===== src/rtl/barrel_shifter_pipelined_if.sv =====
// Purpose: valid/ready operand and result bundle for the pipelined barrel shifter.
// Latency: none; wires only.
// Backpressure: carries inReady upstream and outReady downstream.
interface barrel_shifter_pipelined_if #(
    parameter int N = 8
);
    localparam int S = (N > 1) ? $clog2(N) : 1;

    // Operand side.
    logic         inValid;
    logic         inReady;
    logic [N-1:0] a;
    logic [S-1:0] shiftAmount;
    logic         dir;
    logic [1:0]   mode;

    // Result side.
    logic         outValid;
    logic         outReady;
    logic [N-1:0] shifted;

    // Producer of operands and consumer of results (the environment).
    modport master (
        output inValid,
        output a,
        output shiftAmount,
        output dir,
        output mode,
        output outReady,
        input  inReady,
        input  outValid,
        input  shifted
    );

    // The shifter itself.
    modport slave (
        input  inValid,
        input  a,
        input  shiftAmount,
        input  dir,
        input  mode,
        input  outReady,
        output inReady,
        output outValid,
        output shifted
    );
endinterface


===== src/rtl/barrel_shifter_pipelined.sv =====
// Purpose: log2(N)-stage pipelined shifter/rotator (logical, arithmetic, rotate; left or right).
// Latency: a beat accepted at edge E is presented after edge E+S-1 (S = log2 N stages).
// Backpressure: whole pipe stalls while a result sits unconsumed; inReady = advance && !flush.
module barrel_shifter_pipelined #(
    parameter int N = 8
) (
    input  logic                      clk,
    input  logic                      rst_n,
    input  logic                      flush,
    barrel_shifter_pipelined_if.slave bus
);

    localparam int S = $clog2(N);

    // Only power-of-two widths map cleanly onto binary-weighted stages.
    if ((N < 2) || ((N & (N - 1)) != 0)) begin : g_bad_n
        $error("barrel_shifter_pipelined: N=%0d must be a power of two and at least 2", N);
    end

    // Operation encodings; the reserved code 2'b11 shares the rotate path
    // because only mode[1] is consulted to select rotation.
    localparam logic [1:0] MODE_LOGICAL = 2'b00;
    localparam logic [1:0] MODE_ARITH   = 2'b01;

    // All stages move as one: the pipe advances whenever the output slot
    // is empty or being drained this cycle.
    logic advance;

    // Stage k conditionally shifts by 2^k; control rides along with the data
    // so every beat carries its own direction, mode and distance.
    for (genvar k = 0; k < S; k++) begin : g_stage
        localparam int D = 1 << k;

        logic         vld_q,  vld_d;
        logic [N-1:0] dat_q,  dat_d;
        logic [S-1:0] amt_q,  amt_d;
        logic         dir_q,  dir_d;
        logic [1:0]   mode_q, mode_d;

        logic         src_vld;
        logic [N-1:0] src_dat;
        logic [S-1:0] src_amt;
        logic         src_dir;
        logic [1:0]   src_mode;
        logic [N-1:0] shf;

        if (k == 0) begin : g_src
            // First stage is fed straight from the accepted input beat.
            assign src_vld  = bus.inValid;
            assign src_dat  = bus.a;
            assign src_amt  = bus.shiftAmount;
            assign src_dir  = bus.dir;
            assign src_mode = bus.mode;
        end else begin : g_src
            // Later stages take the previous stage's registers.
            assign src_vld  = g_stage[k-1].vld_q;
            assign src_dat  = g_stage[k-1].dat_q;
            assign src_amt  = g_stage[k-1].amt_q;
            assign src_dir  = g_stage[k-1].dir_q;
            assign src_mode = g_stage[k-1].mode_q;
        end

        // Shift by this stage's fixed weight when the beat's distance bit k is set.
        always_comb begin
            shf = src_dat;
            if (src_amt[k]) begin
                if (src_dir) begin
                    if (src_mode[1]) begin
                        shf = (src_dat << D) | (src_dat >> (N - D));
                    end else begin
                        // Arithmetic left is the same as logical left.
                        shf = src_dat << D;
                    end
                end else begin
                    if (src_mode[1]) begin
                        shf = (src_dat >> D) | (src_dat << (N - D));
                    end else if (src_mode == MODE_ARITH) begin
                        // Sign bit survives each partial shift, so replicating
                        // the current MSB per stage equals replicating a[N-1].
                        shf = $unsigned($signed(src_dat) >>> D);
                    end else begin
                        shf = src_dat >> D;
                    end
                end
            end
        end

        // Next-state: flush clears validity and wins over advance; otherwise
        // load on advance (bubbles included) and hold on stall.
        always_comb begin
            vld_d  = vld_q;
            dat_d  = dat_q;
            amt_d  = amt_q;
            dir_d  = dir_q;
            mode_d = mode_q;
            if (flush) begin
                vld_d = 1'b0;
            end else if (advance) begin
                vld_d  = src_vld;
                dat_d  = shf;
                amt_d  = src_amt;
                dir_d  = src_dir;
                mode_d = src_mode;
            end
        end

        // Stage registers; reset clears contents immediately, independent of clk.
        always_ff @(posedge clk or negedge rst_n) begin
            if (!rst_n) begin
                vld_q  <= 1'b0;
                dat_q  <= '0;
                amt_q  <= '0;
                dir_q  <= 1'b0;
                mode_q <= MODE_LOGICAL;
            end else begin
                vld_q  <= vld_d;
                dat_q  <= dat_d;
                amt_q  <= amt_d;
                dir_q  <= dir_d;
                mode_q <= mode_d;
            end
        end
    end

    assign advance      = !g_stage[S-1].vld_q || bus.outReady;
    assign bus.inReady  = advance && !flush;
    assign bus.outValid = g_stage[S-1].vld_q;
    assign bus.shifted  = g_stage[S-1].dat_q;

    // The last stage's control copies have no consumer beyond the pipe end.
    logic ctl_unused;
    assign ctl_unused = ^{g_stage[S-1].amt_q, g_stage[S-1].dir_q, g_stage[S-1].mode_q};

endmodule


===== src/flat_wrapper.sv =====
// flat-port wrapper written by rule: the top's interface ports become plain ports
module barrel_shifter_pipelined_flat 
#(
    parameter int N = 8
)
  (clk, rst_n, flush, bus_inValid, bus_a, bus_shiftAmount, bus_dir, bus_mode, bus_outReady, bus_inReady, bus_outValid, bus_shifted);
  barrel_shifter_pipelined_if #(.N(N)) bus_i ();
  input  logic clk;
  input  logic rst_n;
  input  logic flush;
  input wire logic [$bits(bus_i.inValid)-1:0] bus_inValid;
  input wire logic [$bits(bus_i.a)-1:0] bus_a;
  input wire logic [$bits(bus_i.shiftAmount)-1:0] bus_shiftAmount;
  input wire logic [$bits(bus_i.dir)-1:0] bus_dir;
  input wire logic [$bits(bus_i.mode)-1:0] bus_mode;
  input wire logic [$bits(bus_i.outReady)-1:0] bus_outReady;
  output wire logic [$bits(bus_i.inReady)-1:0] bus_inReady;
  output wire logic [$bits(bus_i.outValid)-1:0] bus_outValid;
  output wire logic [$bits(bus_i.shifted)-1:0] bus_shifted;
  assign bus_i.inValid = bus_inValid;
  assign bus_i.a = bus_a;
  assign bus_i.shiftAmount = bus_shiftAmount;
  assign bus_i.dir = bus_dir;
  assign bus_i.mode = bus_mode;
  assign bus_i.outReady = bus_outReady;
  assign bus_inReady = bus_i.inReady;
  assign bus_outValid = bus_i.outValid;
  assign bus_shifted = bus_i.shifted;
  barrel_shifter_pipelined #(.N(N)) u_core (.clk(clk), .rst_n(rst_n), .flush(flush), .bus(bus_i));
endmodule

===== config.mk =====
export PLATFORM = sky130hd
export DESIGN_NAME = barrel_shifter_pipelined_flat
export DESIGN_NICKNAME = d
export VERILOG_FILES = /design/src/rtl/barrel_shifter_pipelined_if.sv /design/src/rtl/barrel_shifter_pipelined.sv /design/src/flat_wrapper.sv
export SDC_FILE = /design/constraint.sdc
export NUM_CORES = 1
export LEC_CHECK = 0
export ABC_CLOCK_PERIOD_IN_PS = 1700
export CAP_MARGIN = 20
export CORE_UTILIZATION = 62
export DETAILED_ROUTE_END_ITERATION = 6
export DONT_BUFFER_PORTS = 1
export MAX_ROUTING_LAYER = met4
export PLACE_DENSITY_LB_ADDON = 0.2
export SYNTH_ARGS = -nofsm -noshare
export SYNTH_HDL_FRONTEND = slang
export SYNTH_SLANG_ARGS = --single-unit
export TNS_END_PERCENT = 100

===== constraint.sdc =====
create_clock -name clk -period 1.7 [get_ports clk]
set_input_delay 0 -clock clk [delete_from_list [all_inputs] [get_ports clk]]
set_output_delay 0 -clock clk [all_outputs]
set_load 0.02 [all_outputs]

==> impl_metrics.ini <==
[status]
status = completed

[global_route]
antenna_found_initial = 0
grtUsageTotal_pct = 24.9
grt_first_pass_wirelength_mm = 6.01
grt_pass1_vias = 1382
grt_overflow_total = 0
grt_max_degree = 37

[logic_synthesis]
synth_edf_count = 0
syn_area_per_cell_sq_um = 11.2
ys_seq_area_share_pct = 46.1
netlist-cell-type-count = 25
synthArstFlopShare_pct = 100
ys_top_cells_by_area = dfrtp_1, mux2_4, mux2i_1
synthTopCellsByCount = dfrtp_1, nor2_1, mux2_4, o21ai_0, mux2i_1
syn_area_sq_um = 1960
ys_seq_elements = 36
yosysTopAreaCell = dfrtp_1
yosysTopAreaCellShare_pct = 46.1
synth_warnings = 0
yosysMostFrequentCell = dfrtp_1
synth_nets = 194
synth_flop_cell = dfrtp_1
syn_inst = 175

[clock_network]
clockBufferDepth = 2
cts_sinks = 36
cts_max_level = 2
ctsResizeCount = 0
clk_latency_ns = 0.34
cts_made_buffers = 5
cts.root.buffer_cell = clkbuf_4
cts_tree = yes
path_clk_slew_ns = 0.09

[drt]
drcViolationCount = 0
ant_nets = 0
dr.pass1.iters = 4
wire_per_inst_um = 15.4
drt-total-wl_mm = 3.58
routed_via_density = 5.97
drt_iter0_markers = 38
num_vias = 1390

[floorplanning]
fp.dieW_um = 58.2
core_sq_um = 3030
die_y_um = 58.2
num_rows = 20
die_area_sq_um = 3380
start_util_pct = 64.6
io_pins = 29

[layout]
fin_cells = 233
nets = 208
final_cell_area_sq_um = 2170
final_core_util_pct = 71.7
seq_area_sq_um = 901
n_fill_cell = 214
multi_input_area_sq_um = 951
layout-drive-gt1-share_pct = 20.1
diodes = 0
syn_to_final_growth_pct = 11.0

[pwr]
ir_worst_vdd_mv = 0.642
pwr_density_cell_nw_per_um2 = 1050
finalPower_mw = 2.28
p_leak_nw = 0.951

[timing]
max_freq_mhz = 647
fin_skew_ns = 0.00739
setup_violations = 0
worst_pin_slew_ns = 0.453
period_share_pct = 90.9
finalWorstPathRequiredPeriod_ns = 1.55
tns_ns = 0
hold_violations = 0
finalMaxSlewViolations = 0
slew_headroom_pct = 69.8
rsz0062_at_grt = no
worst_slack_ns = 0.155
hold_ws_ns = 0.00648

[setup_path]
critPathMaxFanout = 27
crit_required_ns = 1.70
r2r-start = u_core.bus.outValid$_DFFE_PN0P_
crit_type = reg2out
crit_start = u_core.bus.outValid$_DFFE_PN0P_
end_kind = output pin
arrival_ns = 1.55
startpoint_type = flip-flop

[job]
max-cap-violations = 0

[place]
gp_congestion = 0.806
dp_cells = 212
port_buffers = 0
place_ws_ns = 0.209
placed_area_sq_um = 1960
dpl.hpwl_mm = 2.55

[worst_hold_path]
hp-start = bus_a[7]
hold_class = in2reg
==> routing by layer <==
| layer | up-vias | GRT usage [%] | routed length [um] |
|---|---|---|---|
| met5 | - | - | 0 |
| met4 | 0 | 11.6 | 110 |
| met3 | 12 | 7.37 | 162 |
| met2 | 39 | 42.0 | 1830 |
| met1 | 680 | 26.8 | 1480 |
| li1 | 659 | - | - |
==> state kept, by name, summed over array words and instances (netlist names) <==
signal / flops
u_core.g_stage.dir_q: 2
u_core.bus.outValid: 1
u_core.g_stage.amt_q: 3
u_core.g_stage.dat_q: 16
u_core.bus.shifted: 8
u_core.g_stage.vld_q: 2
u_core.g_stage.mode_q: 4
==> worst paths after layout <==
path | to | slack, ns | cells past startpoint
worst max-delay path | bus_inReady | 0.15 | 4
worst min-delay path | u_core.g_stage[0].dat_q[7]$_DFFE_PN0P_ | 0.006 | 3
worst max register to register | u_core.g_stage[0].dat_q[2]$_DFFE_PN0P_ | 0.21 | 4
worst min register to register | u_core.bus.outValid$_DFFE_PN0P_ | 0.51 | 2
max in group asynchronous | u_core.g_stage[0].dat_q[0]$_DFFE_PN0P_ | 1.42 | 2
min in group asynchronous | u_core.bus.shifted[6]$_DFFE_PN0P_ | 0.10 | 2
==> kinds of logic after synthesis <==
family | count (synthesis) | share of synthesized area (%)
muxes | 36 | 23.0
buffers and inverters | 14 | 5.31
and+or+nand+nor | 43 | 11.6
AOI/OAI and AO/OA | 46 | 14.0
DFF | 36 | 46.1
==> placed cells by master, fill, tap and decap left out, drive strengths merged <==
cell,synthesis,routed
or2,1,1
a21o,3,3
nand2b,4,4
a2bb2oi,3,3
clkbuf,5,7
nor2,21,21
o221ai,3,3
a31oi,11,11
mux2i,12,12
nand4bb,1,1
inv,3,3
a21oi,10,10
o21ai,16,16
nand3,3,3
dlygate4sd3,0,13
nor2b,8,8
and3b,2,2
buf,6,5
nor3,3,3
dfrtp,36,36
mux2,24,24
==> worst max-delay path, stage by stage (launching register included) <==
cell,delay [ns]
dfrtp_1,0.39
nor2b_4,0.13
or2_1,0.28
inv_8,0.22
buf_4,0.19
==> area by class of cell <==
| type | count | area share, % |
|---|---|---|
| Tap cell | 44 | 2.54 |
| Sequential cell | 36 | 41.5 |
| Timing Repair Buffer | 18 | 8.30 |
| Multi-Input combinational cell | 125 | 43.8 |
| Inverter | 3 | 0.865 |
| Clock buffer | 7 | 3.00 |
==> power breakdown <==
| part | internal (mW) | leakage (nW) | switching, mW |
|---|---|---|---|
| sequential | 1.02 | 0.422 | 0.255 |
| clock | 0.234 | 0.0374 | 0.256 |
| combinational | 0.315 | 0.491 | 0.191 |
==> repair_timing <==
item	CTS	global route
hold buffers	14	0
buffers inserted	0	0
hold endpoints to repair	57	0
Note: power is estimated with default switching activity, not from simulation.
